<file path="config.mk">
export PLATFORM = sky130hd
export DESIGN_NAME = sseg_scan_decoder
export DESIGN_NICKNAME = d
export VERILOG_FILES = /design/src/rtl/sseg_pkg.sv /design/src/rtl/sseg2hex.sv /design/src/rtl/sseg_scan_decoder.sv
export SDC_FILE = /design/constraint.sdc
export NUM_CORES = 1
export LEC_CHECK = 0
export CAP_MARGIN = 20
export CORE_MARGIN = 8
export CORE_UTILIZATION = 30
export CTS_BUF_LIST = sky130_fd_sc_hd__clkbuf_4 sky130_fd_sc_hd__clkbuf_8
export CTS_CLUSTER_DIAMETER = 200
export DETAILED_ROUTE_END_ITERATION = 7
export HOLD_SLACK_MARGIN = 0.06
export SLEW_MARGIN = 40
export SYNTH_ARGS = -nofsm -noshare
export SYNTH_HDL_FRONTEND = slang
export SYNTH_SLANG_ARGS = --single-unit
</file>
<file path="constraint.sdc">
create_clock -name clk -period 6.4 [get_ports clk]
set_clock_uncertainty 0.1 [all_clocks]
set_input_delay 1.28 -clock clk [delete_from_list [all_inputs] [get_ports clk]]
set_output_delay 1.28 -clock clk [all_outputs]
set_load 0.005 [all_outputs]
</file>
<file path="src/rtl/sseg_pkg.sv">
// sseg_pkg: shared glyph table, scan FSM states and anode index helper for the 7-segment path.
// Latency: n/a (types, constants and a combinational helper only).
// Backpressure: n/a.
package sseg_pkg;

   localparam int SSEG_W = 7;

   // Segment codes gfedcba, active-low (0 = lit), indexed by hex value.
   localparam logic [SSEG_W-1:0] SSEG_CODES [0:15] = '{
      7'h40, 7'h79, 7'h24, 7'h30,   // 0 1 2 3
      7'h19, 7'h12, 7'h02, 7'h78,   // 4 5 6 7
      7'h00, 7'h10, 7'h08, 7'h03,   // 8 9 A b
      7'h46, 7'h21, 7'h06, 7'h0E    // C d E F
   };

   typedef enum logic [1:0] {
      IDLE,
      SETTLE,
      HELD
   } scan_state_t;

   // Index of the lowest zero bit; callers pad unused upper bits with ones.
   function automatic logic [4:0] onehot_low_idx(input logic [31:0] an_bits);
      logic [4:0] idx;
      idx = '0;
      for (int b = 31; b >= 0; b--) begin
         if (!an_bits[b]) idx = 5'(b);
      end
      return idx;
   endfunction

endpackage

</file>
<file path="src/rtl/sseg2hex.sv">
// sseg2hex: reverse glyph lookup, segment pattern -> {hit, hex}, from the shared code table.
// Latency: combinational. Backpressure: none.
// Ports: sseg (gfedcba, active-low) in; hit (pattern is a hex glyph) and hex (value) out.
module sseg2hex
   import sseg_pkg::*;
(
   input  logic [SSEG_W-1:0] sseg,
   output logic              hit,
   output logic [3:0]        hex
);

   always_comb begin
      hit = 1'b0;
      hex = '0;
      for (int v = 0; v < 16; v++) begin
         if (sseg == SSEG_CODES[v]) begin
            hit = 1'b1;
            hex = 4'(v);
         end
      end
   end

endmodule

</file>
<file path="src/rtl/sseg_scan_decoder.sv">
// sseg_scan_decoder: samples a multiplexed 7-segment bus and rebuilds each digit's hex value.
// Latency: capture_stb SYNC_STAGES+STABLE_CYCLES cycles after a new an/sseg is first sampled.
// Backpressure: none; the display bus cannot be stalled, unstable patterns are simply ignored.
// Ports: clk, rst (sync, active-high); an/sseg bus in; hex_flat, digit_valid, digit_bad,
//        capture_stb, capture_idx out.
module sseg_scan_decoder
   import sseg_pkg::*;
#(
   parameter int N_DIGITS       = 4,
   parameter int SYNC_STAGES    = 2,
   parameter int STABLE_CYCLES  = 16,
   parameter int TIMEOUT_CYCLES = 1048576
) (
   input  logic                        clk,
   input  logic                        rst,
   input  logic [N_DIGITS-1:0]         an,
   input  logic [6:0]                  sseg,
   output logic [4*N_DIGITS-1:0]       hex_flat,
   output logic [N_DIGITS-1:0]         digit_valid,
   output logic [N_DIGITS-1:0]         digit_bad,
   output logic                        capture_stb,
   output logic [$clog2(N_DIGITS)-1:0] capture_idx
);

   localparam int S_W   = N_DIGITS + SSEG_W;
   localparam int IDX_W = $clog2(N_DIGITS);
   localparam int CNT_W = $clog2(STABLE_CYCLES + 1);
   localparam int TO_W  = $clog2(TIMEOUT_CYCLES + 1);
   localparam logic [CNT_W-1:0] CNT_DONE = CNT_W'(STABLE_CYCLES);
   localparam logic [TO_W-1:0]  TO_MAX   = TO_W'(TIMEOUT_CYCLES);
   localparam logic [TO_W-1:0]  TO_LAST  = TO_W'(TIMEOUT_CYCLES - 1);

   logic [S_W-1:0]      sync_q [SYNC_STAGES];
   logic [S_W-1:0]      samp;
   logic [S_W-1:0]      prev_q;
   logic [N_DIGITS-1:0] an_s;
   logic [N_DIGITS-1:0] an_low;
   logic [SSEG_W-1:0]   seg_s;
   logic                onehot;
   logic                changed;
   logic                cap_now;
   logic                dec_hit;
   logic [3:0]          dec_hex;
   logic [IDX_W-1:0]    cap_idx;
   scan_state_t         state;
   logic [CNT_W-1:0]    settle_cnt;
   logic [TO_W-1:0]     to_cnt [N_DIGITS];

   // All-ones reset value reads as a blank display with no anode active.
   always_ff @(posedge clk) begin
      if (rst) begin
         for (int k = 0; k < SYNC_STAGES; k++) sync_q[k] <= '1;
      end else begin
         sync_q[0] <= {an, sseg};
         for (int k = 1; k < SYNC_STAGES; k++) sync_q[k] <= sync_q[k-1];
      end
   end

   assign samp    = sync_q[SYNC_STAGES-1];
   assign an_s    = samp[S_W-1:SSEG_W];
   assign seg_s   = samp[SSEG_W-1:0];
   assign an_low  = ~an_s;
   // Exactly one anode low: non-zero and a power of two.
   assign onehot  = (an_low != '0) && ((an_low & (an_low - N_DIGITS'(1))) == '0);
   assign changed = (samp != prev_q);
   assign cap_now = (state == SETTLE) && !changed && (settle_cnt == CNT_DONE);
   assign cap_idx = IDX_W'(onehot_low_idx({{(32-N_DIGITS){1'b1}}, an_s}));

   sseg2hex u_dec (
      .sseg (seg_s),
      .hit  (dec_hit),
      .hex  (dec_hex)
   );

   always_ff @(posedge clk) begin
      if (rst) begin
         state       <= IDLE;
         settle_cnt  <= '0;
         prev_q      <= '1;
         hex_flat    <= '0;
         digit_valid <= '0;
         digit_bad   <= '0;
         capture_stb <= 1'b0;
         capture_idx <= '0;
         for (int i = 0; i < N_DIGITS; i++) to_cnt[i] <= '0;
      end else begin
         prev_q      <= samp;
         capture_stb <= cap_now;
         if (cap_now) capture_idx <= cap_idx;

         case (state)
            IDLE: begin
               if (onehot) begin
                  state      <= SETTLE;
                  settle_cnt <= CNT_W'(1);
               end
            end
            default: begin
               // SETTLE and HELD react identically to a new sample.
               if (changed) begin
                  state      <= onehot ? SETTLE : IDLE;
                  settle_cnt <= onehot ? CNT_W'(1) : '0;
               end else if (state == SETTLE) begin
                  if (cap_now) begin
                     state      <= HELD;
                     settle_cnt <= '0;
                  end else begin
                     settle_cnt <= settle_cnt + CNT_W'(1);
                  end
               end
            end
         endcase

         // Capture takes priority over the timeout on the same digit.
         for (int i = 0; i < N_DIGITS; i++) begin
            if (cap_now && (cap_idx == IDX_W'(i))) begin
               to_cnt[i]      <= '0;
               digit_valid[i] <= dec_hit;
               digit_bad[i]   <= !dec_hit;
               if (dec_hit) hex_flat[4*i +: 4] <= dec_hex;
            end else if (to_cnt[i] != TO_MAX) begin
               to_cnt[i] <= to_cnt[i] + TO_W'(1);
               if (to_cnt[i] == TO_LAST) digit_valid[i] <= 1'b0;
            end
         end
      end
   end

endmodule

</file>
# == Word-level counts from Yosys, hierarchy flattened ==
# Memories as Yosys holds them, arrays and structs flattened.
# Index checks and enable logic that the tools add are counted.
# totals
output_inout_bits,27
mem_bits_rw,106
word_cells,201
ff_bits,45
n_memories,2
in_bits,13
# mem_list
memory,depth,width,rd,rd_clocked_by_memory_dff,wr,line_no,rtl
to_cnt,4,21,4,0,4,sseg_scan_decoder.sv:47,logic [TO_W-1:0] to_cnt [N_DIGITS];
sync_q,2,11,2,0,2,sseg_scan_decoder.sv:33,logic [S_W-1:0] sync_q [SYNC_STAGES];
# classes
eq_ne,30
add_sub_neg,6
bitwise_logic,12
n_mux,100
reduce_logical,34
# op_table
operator,n
two-way mux 21 bit,8
"adder 21 x 1 -> 21 bit, second input constant",4
"equality test 21 x 20 -> 1 bit, second input constant",4
"!= test 21 bit, second input constant",4
two-way mux 1 bit,62
two-way mux 4 bit,8
"equality test 7 bit, second input constant",4
two-way mux 5 bit,5
two-way mux 11 bit,2
two-way mux 2 bit,11
"equality test 7 x 5 -> 1 bit, second input constant",3
"equality test 7 x 6 -> 1 bit, second input constant",3
AND reduction 2 bit,9
nonzero test 2 bit,8
"equality test 7 x 2 -> 1 bit, second input constant",2
"equality test 7 x 4 -> 1 bit, second input constant",2
two-way mux 3 bit,4
!= test 11 bit,1
bitwise OR 1 bit,10
"equality test 7 x 3 -> 1 bit, second input constant",1
logical AND 1 bit,7
zero test 7 bit,1
nonzero test 3 bit,2
"adder 5 x 1 -> 5 bit, second input constant",1
12 further kinds,16

# == Logic depth before layout (Yosys ltp) ==
# Gate-level depths: netlist (run 1).
# An unclocked memory read counts as a cell.
# depth
word_depth,19
depth_mapped,8
depth_no_buf,7

# == Cells and area by module ==
# From an unflattened synthesis (run 1), not the netlist that was laid out.
# unflattened
hier_cells,753
hier_area_um2,7706.1
# modules_own_cells
mod,seq_area_each_um2,instances,area_per_inst_um2,cells_each
sseg_scan_decoder,3863.7,1,7377.1,698
sseg2hex,0.0,1,329.1,55

# == Worst setup path before layout (run 1) ==
# OpenSTA, ideal clock, no wires.
# synth_path
kind,input to register
from,input port rst
to,memory to_cnt[1][0] (netlist bit) (enable)
required_time_ns,5.833
stages,4
path_buffers,2
t_arrival_ns,2.448
setup_slack_ns,3.385
setup_time_ns,0.467
cell_sequence,clkbuf_1 inv_1 clkbuf_1 o211ai_1
# synth_rtl
element,line_no,rtl
start: declaration,sseg_scan_decoder.sv:15,"input logic rst,"
end: declaration,sseg_scan_decoder.sv:47,

==> results of run 1 <==
==> cell families after synthesis <==
kind of cell / Yosys count / synth area share [%]
XOR/XNOR: 89 / 10.4
AO/OA/AOI/OAI: 68 / 6.23
flip-flops: 151 / 49.8
AND/OR/NAND/NOR: 382 / 27.0
buffers and inverters: 59 / 3.32
adder cells (fa/ha/maj): 10 / 1.61
multiplexers: 12 / 1.55
==> area by class of cell <==
cell class / instances / area (µm²) / area share (%)
Sequential cell: 151 / 3860 / 43.6
Inverter: 26 / 97.6 / 1.10
Tap cell: 335 / 419 / 4.73
Clock buffer: 20 / 263 / 2.97
Clock inverter: 12 / 173 / 1.95
Timing Repair Buffer: 40 / 395 / 4.47
Multi-Input combinational cell: 561 / 3640 / 41.1
==> registers in the layout, summed over array words and instances (netlist names) <==
register / count
to_cnt: 84
sync_q: 22
hex_flat: 16
prev_q: 11
settle_cnt: 5
digit_bad: 4
digit_valid: 4
capture_idx: 2
state: 2
capture_stb: 1
==> worst max-delay path, delay by kind of cell, from the launching register on <==
| family | cells | cell delay (ns) |
|---|---|---|
| simple gates | 4 | 1.46 |
| flops | 1 | 0.80 |
| xor+xnor | 1 | 0.21 |
==> synth_stat cells (15+ instances only) <==
cell / count / area (µm²)
a21oi_1: 15 / 75.1
buf_2: 17 / 85.1
dfxtp_1: 67 / 1340
edfxtp_1: 84 / 2520
inv_1: 26 / 97.6
nand2_1: 55 / 206
nand3_1: 40 / 200
nand4_1: 27 / 169
nor2_1: 111 / 417
nor3_1: 18 / 90.1
or2_2: 33 / 206
xnor2_1: 46 / 403
xor2_1: 39 / 342
==> metal layers <==
metal	part of all wire, %	GRT usage [%]	up-vias
met2	47	17.0	64
li1	-	-	2824
met1	49	14.0	2619
met5	0	0	-
met4	1.9	3.75	0
met3	3.0	2.60	16
==> how the worst min path moves through the flow <==
stage	endpoint	start	cells past startpoint	slack [ns]
6_report	sync_q[0][14]$_SDFF_PP1_	sync_q[0][3]$_SDFF_PP1_	1	0.31
5_1_grt	sync_q[0][14]$_SDFF_PP1_	sync_q[0][3]$_SDFF_PP1_	1	0.32
4_1_cts	sync_q[0][14]$_SDFF_PP1_	sync_q[0][3]$_SDFF_PP1_	1	0.31
3_5_place_dp	sync_q[0][16]$_SDFF_PP1_	sync_q[0][5]$_SDFF_PP1_	1	0.29
3_3_place_gp	sync_q[0][12]$_SDFF_PP1_	sync_q[0][1]$_SDFF_PP1_	1	0.29
2_1_floorplan	sync_q[0][11]$_SDFF_PP1_	sync_q[0][0]$_SDFF_PP1_	1	0.29
==> power by group <==
group	internal (mW)	total (mW)	leakage, nW	switching, mW
registers	1.03	1.05	1.58	0.0220
logic	0.0418	0.100	1.34	0.0582
clock network	0.445	0.807	0.229	0.362
total	1.52	1.96	3.14	0.442
==> through the flow <==
step                      total power, mW  setup WS (ns)  utilization [%]  cells  instance area (µm²)
after floorplan                      1.15           3.39                -    771                 7750
after CTS                            1.99           3.45             34.5   1145                 8850
final                                1.96           3.44             34.5   1145                 8850
after global placement               1.17           2.34             32.7   1113                 8400
after detailed placement             1.18           2.94             32.8   1113                 8420
after global routing                 2.04           3.25             34.5   1145                 8850
==> results.json, run 1 <==
{
  "status": "finished, final reports clean",
  "grt_pass1_vias": 5306,
  "via_per_inst": 4.82,
  "final_common_cell": "nor2_1",
  "netlist_instances": 771,
  "gp_congestion": 0.767,
  "grt-ovfl-total": 0,
  "post-dp-hpwl_um": 11200,
  "hold_class": "reg2reg",
  "clk_pin_slew_ns": 0.07,
  "start_util_pct": 30.2,
  "pin_count": 40,
  "clk_latency_ns": 0.45,
  "drt_wl_total_um": 16300,
  "synth.distinct_cells": 63,
  "end_kind": "flop",
  "cts_setup_buffers": 0,
  "crit_type": "reg2reg",
  "synth_seq_cells": 151,
  "dieArea_um2": 31200,
  "worst_ep_arrival_time_ns": 2.94,
  "crit_path_start": "sync_q[0][12]$_SDFF_PP1_",
  "hold_violations": 0,
  "drtPass1Iterations": 4,
  "powerDensity_nw_per_um2": 221,
  "worst_ep_required_time_ns": 6.38,
  "postCtsHoldBufs": 0,
  "report.final.slew_viol_count": 0,
  "critPathMaxFanout": 21,
  "cts-resized-gates": 0,
  "crit_slowest_cell": "dfxtp_1",
  "core_area_um2": 25700,
  "synth-async-reset-ratio_pct": 0,
  "grt_pass1_wl_um": 27200,
  "critPathMaxStageDelay_ns": 0.80,
  "synth_edf_count": 84,
  "r2r_cells": 5,
  "period_minus_slack_ns": 2.96,
  "ant_nets": 0,
  "ys_seq_area_share_pct": 49.8,
  "tns_ns": 0,
  "worst_r2r_endpoint": "to_cnt[3][1]$_SDFFCE_PN0P_",
  "antenna_found_initial": 0,
  "antenna_cells": 0,
  "clock-sinks": 151,
  "path_cells": "xnor2_2 -> nand4_4 -> nor4_4 -> nand3_1 -> nand3_2",
  "max_slew_margin_pct": 49.6,
  "vdd_ir_drop_max_mv": 0.136,
  "root_buffer": "clkbuf_8",
  "finalSetupViolCount": 0,
  "fmax_mhz": 338,
  "leakagePower_nw": 3.14,
  "vias": 5523,
  "h-tree-depth": 4,
  "num_rows": 59,
  "fp.dieH_um": 177,
  "cap_violations": 0,
  "synthesis.area_um2": 7750,
  "grt_max_degree": 60,
  "fp.dieW_um": 177,
  "tritoncts": "built",
  "reg2reg_slack_ns": 3.44,
  "endpoint": "to_cnt[3][1]$_SDFFCE_PN0P_",
  "grt_util_all_layers_pct": 10.7,
  "rsz0062_at_grt": "no",
  "syn_avg_cell_area_um2": 10.1,
  "port_buffers": 39,
  "fillers": 2625,
  "timing.hold.ws_ns": 0.309,
  "r2r-start": "sync_q[0][12]$_SDFF_PP1_",
  "fin_crit_sh_pct": 46.3,
  "synth_fp_nets": 794,
  "drt_iter0_drc": 310,
  "drive_above_1_share_pct": 11.2,
  "start_kind": "flop",
  "area_growth_pct": 14.2,
  "final_cell_mix": "nor2_1 (111), edfxtp_1 (84), dfxtp_1 (67)",
  "drc": 0,
  "clk_path_buf_depth": 2,
  "yosysWarningCount": 0,
  "ys.flop_type": "edfxtp_1",
  "cts_buffers": 17,
  "final_nets": 820,
  "wl_per_cell_um": 14.2,
  "worstMarginPinSlew_ns": 0.755
}
(Power assumes the default switching activity.)
==> run 2: changes to the inputs <==
==> constraint.sdc (replaced) <==
create_clock -name clk -period 3.08 [get_ports clk]
set_clock_uncertainty 0.1 [all_clocks]
set_input_delay 0.616 -clock clk [delete_from_list [all_inputs] [get_ports clk]]
set_output_delay 0.616 -clock clk [all_outputs]
set_load 0.005 [all_outputs]
==> run 2 against run 1 <==
  * Flip-flop and latch count unchanged
  * Sequential power up 110%
  * Non-clock buffer count up 12
  * Register-to-register slack worse by 2.9 ns
  * Critical path type unchanged
  * Critical endpoint is now to_cnt[3][11]$_SDFFCE_PN0P_
==> results.json, run 2 (synthesized netlist as in run 1, its figures left out) <==
{
  "clk_latency_ns": 0.45,
  "gp_congestion": 0.807,
  "gr-max-usage-layer": "met2",
  "p_switching_mw": 0.932,
  "cap_violations": 0,
  "grt_util_all_layers_pct": 10.7,
  "start_util_pct": 30.2,
  "worst_ep_arrival_time_ns": 2.61,
  "largestRegisters": "to_cnt x84, sync_q x22, hex_flat x16",
  "pwr-share-seq_pct": 56.0,
  "grt_pass1_wl_um": 27000,
  "drt_wl_total_um": 16200,
  "final_common_cell": "nor2_1",
  "tns_ns": 0,
  "end_kind": "flop",
  "period_minus_slack_ns": 2.58,
  "core_area_um2": 25700,
  "pin_count": 40,
  "rsz0062_at_grt": "no",
  "largest_reg_flops": 84,
  "timing.hold.ws_ns": 0.308,
  "antenna_found_initial": 0,
  "post-dp-hpwl_um": 11600,
  "start_kind": "flop",
  "drive_above_1_share_pct": 12.2,
  "largest_register": "to_cnt",
  "postCtsHoldBufs": 0,
  "report.final.slew_viol_count": 0,
  "hold_class": "reg2reg",
  "drc": 0,
  "fp.dieH_um": 177,
  "dieArea_um2": 31200,
  "finalSetupViolCount": 0,
  "port_buffers": 39,
  "max_slew_margin_pct": 51.0,
  "layout_setup_ws_ns": 0.501,
  "tritoncts": "built",
  "cts_buffers": 17,
  "cts_setup_buffers": 0,
  "clkPwrFrac_pct": 38.4,
  "drtPass1Iterations": 5,
  "fin_crit_sh_pct": 83.7,
  "p_comb_share_pct": 5.6,
  "clk_pin_slew_ns": 0.08,
  "netSwitchingFraction_pct": 23.9,
  "crit_type": "reg2reg",
  "clk_path_buf_depth": 2,
  "vdd_ir_drop_max_mv": 0.361,
  "final_cell_mix": "nor2_1 (111), edfxtp_1 (84), dfxtp_1 (67)",
  "met3_usage_pct": 2.73,
  "fillers": 2661,
  "antenna_cells": 0,
  "area_growth_pct": 14.7,
  "grt_max_degree": 42,
  "root_buffer": "clkbuf_8",
  "grt-ovfl-total": 0,
  "via_per_inst": 4.82,
  "p_int_mw": 2.97,
  "critPathMaxFanout": 21,
  "grt_use_met2_pct": 17.3,
  "grt_pass1_vias": 5372,
  "fin_cells": 1157,
  "cts-resized-gates": 0,
  "pre_cts_ws_ns": 0.497,
  "worstMarginPinSlew_ns": 0.733,
  "power_mw": 3.90,
  "clock-sinks": 151,
  "ant_nets": 0,
  "fmax_mhz": 388,
  "status": "finished, final reports clean",
  "final_nets": 832,
  "num_rows": 59,
  "drt_iter0_drc": 389,
  "vias": 5576,
  "dp.cells": 1125,
  "powerDensity_nw_per_um2": 439,
  "worst_ep_required_time_ns": 3.11,
  "grtUsageMet1_pct": 13.6,
  "wl_per_cell_um": 14.0,
  "leakagePower_nw": 3.16,
  "hold_violations": 0,
  "h-tree-depth": 4,
  "fp.dieW_um": 177
}
-- run 2: worst paths after layout --
kind | startpoint | endpoint | slack [ns] | cells past startpoint
worst max-delay path | sync_q[0][12]$_SDFF_PP1_ | to_cnt[3][11]$_SDFFCE_PN0P_ | 0.50 | 7
worst min-delay path | sync_q[0][1]$_SDFF_PP1_ | sync_q[0][12]$_SDFF_PP1_ | 0.31 | 1
worst max register to register | sync_q[0][12]$_SDFF_PP1_ | to_cnt[3][11]$_SDFFCE_PN0P_ | 0.50 | 7
worst min register to register | sync_q[0][1]$_SDFF_PP1_ | sync_q[0][12]$_SDFF_PP1_ | 0.31 | 1
-- run 2: per-stage QoR --
step / cell area, µm² / utilization, %
after floorplan: 7750 / -
after global placement: 8490 / 33.1
after detailed placement: 8490 / 33.1
after CTS: 8890 / 34.6
after global routing: 8890 / 34.6
final: 8890 / 34.6
-- run 2: routing by layer --
layer  wire length [µm]  vias to the layer above  share of wire, %
li1                   -                     2834                 -
met5                  0                        -                 0
met1               7670                     2646                47
met2               7730                       82                48
met4                231                        0               1.4
met3                544                       14               3.4
-- run 2: power groups by stage --
stage | registers [mW] | clock network, mW | logic (mW)
6_report | 2.19 | 1.50 | 0.217
3_5_place_dp | 2.23 | 0 | 0.218
2_1_floorplan | 2.21 | 0 | 0.179
4_1_cts | 2.19 | 1.55 | 0.219
3_3_place_gp | 2.23 | 0 | 0.214
5_1_grt | 2.19 | 1.63 | 0.244
-- run 2: critical path, stage by stage (launching register included) --
cell and delay, ns:
dfxtp_1 0.76, xnor2_2 0.21, nand4_4 0.18, nor4_4 0.27
buf_4 0.21, nand3_1 0.11, nand3_1 0.11, buf_4 0.29
-- run 2: area by class of cell --
class	instances	area [µm²]	share of cell area, %
sequential	151	3860	43.5
tap	335	419	4.71
clock inverter	14	150	1.69
timing repair buffer	52	483	5.43
inverter	26	97.6	1.10
multi-input combinational	561	3640	40.9
clock buffer	18	241	2.72
==> patch 1 (config.mk and constraints of run 1) <==
Reset style: asynchronous (`rst`), changed in 2 clocked blocks.
--- a/src/rtl/sseg_scan_decoder.sv
+++ b/src/rtl/sseg_scan_decoder.sv
@@ -47,7 +47,7 @@
    logic [TO_W-1:0]     to_cnt [N_DIGITS];
 
    // All-ones reset value reads as a blank display with no anode active.
-   always_ff @(posedge clk) begin
+   always_ff @(posedge clk or posedge rst) begin
       if (rst) begin
          for (int k = 0; k < SYNC_STAGES; k++) sync_q[k] <= '1;
       end else begin
@@ -72,7 +72,7 @@
       .hex  (dec_hex)
    );
 
-   always_ff @(posedge clk) begin
+   always_ff @(posedge clk or posedge rst) begin
       if (rst) begin
          state       <= IDLE;
          settle_cnt  <= '0;
Formal check against the unedited RTL: same outputs for any inputs over 10 cycles, from zero or initial values and one cycle with rst high; that may be too few to reach the edited logic, so the function may still have changed.
==> patch 1 against run 1 <==
- first-iteration DRC count is 55% higher
- non-clock buffer count is 5 higher
- maximum frequency is 1.5% higher
- wire length is 13% lower
- global-route usage is 0.26 points lower
- final area is 6.4% lower
- area after synthesis is 7.8% lower
- die area is 7.1% lower
- sequential cell count stayed put
- worst hold slack worse by 0.052 ns
- cell count is 7.5% lower
- worst setup slack better by 0.043 ns
- power is 4.8% lower
- synthesized cell count is 10% lower
- critical endpoint is now hex_flat[0]$_DFFE_PP0P_
==> patch 1: results <==
[synthesis]
synthTopCellsByCount = 118 x dfrtp_1, 109 x nor2_1, 56 x xor2_1
ys.flop_type = dfrtp_1
seq_area_frac_synth_pct = 53.4
ys_types = 53
syn_inst = 694
async_flop_share_pct = 100
synth_area_leaders = dfrtp_1 41%, dfstp_2 12%, xor2_1 6.9%
syn_nets = 717

[finish]
fin_cells = 1059
layout.nets = 750
num-fill-cells = 2347
reg.largest.list = to_cnt x84, hex_flat x16
drive_above_1_share_pct = 12.0

[worst_setup_path]
crit_end = hex_flat[0]$_DFFE_PP0P_
r2r_slack_ns = 3.48
worstPathArrival_ns = 3.10
cp_max_fo = 32
r2r-start = samp[4]$_DFF_PP1_
reg2reg_to = hex_flat[0]$_DFFE_PP0P_
r2r_cells = 6
crit_start = samp[4]$_DFF_PP1_

[drt]
drt_iter0_markers = 480
viasPerCell = 4.66
wl_per_cell_microns = 13.4

[placed_design]
portBuffers = 39
postPlaceCellArea_sq_um = 7830
dpl.cell_count = 1027
dpl.hpwl_microns = 9650
pre_cts_slack_ns = 3.34
gp_congestion = 0.792

[cts]
clkLatencyLatePin_ns = 0.45
clk_path_buf_depth = 2
numCtsBuffers = 17
postCtsSetupBuffers = 0

[global_routing]
grt_pass1_wl_microns = 24600
grt_pass1_vias = 4867
grt_max_degree = 107
antenna_found_initial = 0
grt_usage_pct = 10.4

[power]
worst_ir_drop_vdd_v = 0.000117
p_leak_nw = 3.49

[hold_path]
worstHoldPathType = flip-flop to flip-flop

[sta]
max_freq_mhz = 343
worstMarginPinSlew_ns = 0.660

[status]
outcome = finished clean
patch 1: cell types whose count changed in the layout (fill, tap and decap cells not counted), sizes merged, moves of 15 or more:
| cell | delta |
|---|---|
| dfrtp | +118 |
| dfstp | +33 |
| dfxtp | -67 |
| edfxtp | -84 |
| inv | -15 |
| or2 | -31 |
| xor2 | +17 |
patch 1: stage by stage:
step / utilization, % / hold slack, ns
6_report: 35.4 / 0.257
4_1_cts: 35.4 / 0.259
3_5_place_dp: 33.5 / 0.247
5_1_grt: 35.4 / 0.261
2_1_floorplan: - / 0.245
3_3_place_gp: 33.3 / 0.245
patch 1: cells by family (layout without fill, tap and decap cells):
group                      after synthesis  after routing  synth area share, %
DFF                                    151            151                 53.4
and+or+nand+nor                        304            304                 21.8
xor gates and xnor gates                93             93                 11.6
AOI/OAI and AO/OA                       83             83                 6.97
muxes                                    7              7                 1.03
buffers and inverters                   46             92                 3.45
adders and majority gates               10             10                 1.75
patch 1: per-layer routing:
layer | global-route usage (%) | vias to the layer above | part of all wire, %
li1 | - | 2460 | -
met4 | 2.97 | 0 | 0.78
met3 | 3.10 | 5 | 5.2
met1 | 13.9 | 2381 | 47
met5 | 0 | - | 0
met2 | 16.2 | 92 | 47
patch 1: critical path, cell delays in order (launching register included):
cell and delay (ns):
dfstp_2 0.69, nand3b_1 0.17, a21oi_1 0.07, o311a_1 0.36
or4_2 1.05, a21oi_1 0.25, a31oi_1 0.06
patch 1: cell type report:
cell class | count | area share [%]
inverter | 15 | 0.830
clock inverter | 14 | 2.41
timing repair buffer | 45 | 5.34
multi-input combinational | 497 | 37.5
tap | 319 | 4.81
clock buffer | 18 | 2.99
sequential | 151 | 46.1
patch 1: how the worst min path moves through the flow:
| stage | startpoint | end | slack (ns) | cells after the start |
|---|---|---|---|---|
| global placement | sync_q[11]$_DFF_PP1_ | samp[0]$_DFF_PP1_ | 0.25 | 0 |
| floorplan | sync_q[11]$_DFF_PP1_ | samp[0]$_DFF_PP1_ | 0.25 | 0 |
| finish | sync_q[12]$_DFF_PP1_ | samp[1]$_DFF_PP1_ | 0.26 | 0 |
| detailed placement | sync_q[12]$_DFF_PP1_ | samp[1]$_DFF_PP1_ | 0.25 | 0 |
| global route | sync_q[20]$_DFF_PP1_ | samp[9]$_DFF_PP1_ | 0.26 | 0 |
| CTS | sync_q[12]$_DFF_PP1_ | samp[1]$_DFF_PP1_ | 0.26 | 0 |
patch 1: where the power goes:
part | total [mW] | switching, mW | leakage (nW) | internal, mW
logic | 0.0689 | 0.0438 | 1.34 | 0.0251
clock network | 0.806 | 0.368 | 0.215 | 0.438
registers | 0.992 | 0.0173 | 1.93 | 0.975
total | 1.87 | 0.429 | 3.49 | 1.44
==> patch 2 (settings of run 1) <==
Without the edit above. Change the parameter `SYNC_STAGES` from 2 to 4.
--- a/src/rtl/sseg_scan_decoder.sv
+++ b/src/rtl/sseg_scan_decoder.sv
@@ -7,7 +7,7 @@
    import sseg_pkg::*;
 #(
    parameter int N_DIGITS       = 4,
-   parameter int SYNC_STAGES    = 2,
+   parameter int SYNC_STAGES    = 4,
    parameter int STABLE_CYCLES  = 16,
    parameter int TIMEOUT_CYCLES = 1048576
 ) (
Formal check against the unedited RTL: same outputs for any inputs over 10 cycles, from zero or initial values and one cycle with rst high; that may be too few to reach the edited logic, so the function may still have changed.
==> patch 2 against run 1 <==
- worst setup slack got worse by 0.075 ns
- power up 8.2%
- area after synthesis rose by 3.1%
- wire length decreased by 3.1%
- sequential cell count up 22
- sequential power grew 12%
- worst hold slack improved by 0.0079 ns
- largest power group unchanged
- final area grew 3.7%
- count of clock-buffer cells in the layout fell by 3
- maximum frequency shrank 2.5%
- critical path type unchanged
==> patch 2: results <==
[placed_design]
portBuffers = 39
gp_congestion = 0.782
dpl.cell_count = 1138
dpl.hpwl_microns = 10700

[synthesis]
ys_types = 49
synth-edff-count = 84
ys.flop_type = dfxtp_1
synthTopCellsByCount = 127 x nor2_1, 89 x dfxtp_1, 84 x edfxtp_1
synth_mux_area_share_pct = 0.752
seq_area_frac_synth_pct = 53.9
synth_compound_gate_area_share_pct = 5.89
async_flop_share_pct = 0
syn_nets = 818
synth_area_leaders = edfxtp_1 32%, dfxtp_1 22%, nor2_1 6.0%
synth_xor_area_share_pct = 10.3
synth_fa_ha_area_share_pct = 1.57
synth_top_family_by_area = simple AND/OR/NAND/NOR gates
avgSynthCellArea_sq_um = 10.0

[global_routing]
grt_pass1_wl_microns = 26100
grt_max_degree = 72
grt_usage_pct = 10.1
grt_pass1_vias = 5203

[worst_setup_path]
worstPathArrival_ns = 3.06
critical-path-slowest-cell = dfxtp_1
cp_slowest_stage_delay_ns = 0.71

[power]
p_leak_nw = 3.28
worst_ir_drop_vdd_v = 0.000124

[finish]
layout.nets = 845
drive_above_1_share_pct = 13.2
fin_cells = 1170
reg.largest.list = to_cnt x84, sync_q x44, hex_flat x16

[status]
outcome = finished clean

[drt]
wl_per_cell_microns = 13.5
drt_iter0_markers = 462
viasPerCell = 4.72

[cts]
clk_path_buf_depth = 2
numCtsBuffers = 17
cts.clk_slew.worst_paths_ns = 0.12
clkLatencyLatePin_ns = 0.48

[sta]
slew_headroom_pct = 53.7
## patch 2: cell count changes in the layout (fill, tap and decap cells not counted), sizes merged, moves of 5 or more
cell and change:
dfxtp +22, o21ai +8, nor3 -8, nor2 +16, mux2i -6, or3 -8, nand4 -11, o211ai +18
or2 +26, nand3 +9, nor4bb -6, inv +5, nand2 -5, xor2 +5
## patch 2: layout make-up
cell class / instances / area (sq um)
Clock inverter: 15 / 235
Tap cell: 335 / 419
Multi-Input combinational cell: 564 / 3490
Sequential cell: 173 / 4300
Inverter: 23 / 86.3
Timing Repair Buffer: 43 / 415
Fill cell: 2665 / 16900
Clock buffer: 17 / 234
## patch 2: power breakdown
part	switching, mW	total [mW]	leakage [nW]	internal, mW
logic	0.0426	0.0758	1.30	0.0332
clock network	0.529	0.863	0.229	0.333
registers	0.0143	1.18	1.75	1.17
## patch 2: final timing paths
kind	start	to	slack, ns	cells after the start
worst min register to register	sync_q[0][10]$_SDFF_PP1_	sync_q[1][10]$_SDFF_PP1_	0.32	1
worst max register to register	sync_q[3][3]$_SDFF_PP1_	to_cnt[0][10]$_SDFFCE_PN0P_	3.37	5
worst max-delay path	sync_q[3][3]$_SDFF_PP1_	to_cnt[0][10]$_SDFFCE_PN0P_	3.37	5
worst min-delay path	sync_q[0][10]$_SDFF_PP1_	sync_q[1][10]$_SDFF_PP1_	0.32	1
## patch 2: per-layer routing
layer | GRT usage, % | wire (microns) | vias to the layer above
met5 | 0 | 0 | -
li1 | - | - | 2817
met4 | 3.47 | 215 | 0
met3 | 2.38 | 650 | 15
met2 | 15.8 | 7120 | 75
met1 | 13.6 | 7820 | 2615
## patch 2: through the flow
step	hold slack (ns)	total power, mW	cell area [sq um]	worst slack [ns]
floorplan	0.289	1.26	7990	3.40
finish	0.317	2.12	9190	3.37
global route	0.317	2.21	9190	3.13
detailed placement	0.292	1.29	8700	3.04
global placement	0.291	1.28	8670	2.33
CTS	0.320	2.15	9170	3.33
## patch 2: kinds of logic after synthesis
logic type / after synthesis
compound gates: 72
buf+inv: 58
fa+ha+maj: 10
flops: 173
mux: 6
xor+xnor: 93
simple gates: 383
## patch 2: worst max-delay path, delay by kind of cell (launching register included)
| family | cells | cell delay (ns) |
|---|---|---|
| and+or+nand+nor | 4 | 1.65 |
| DFF | 1 | 0.71 |
| xor gates and xnor gates | 1 | 0.19 |
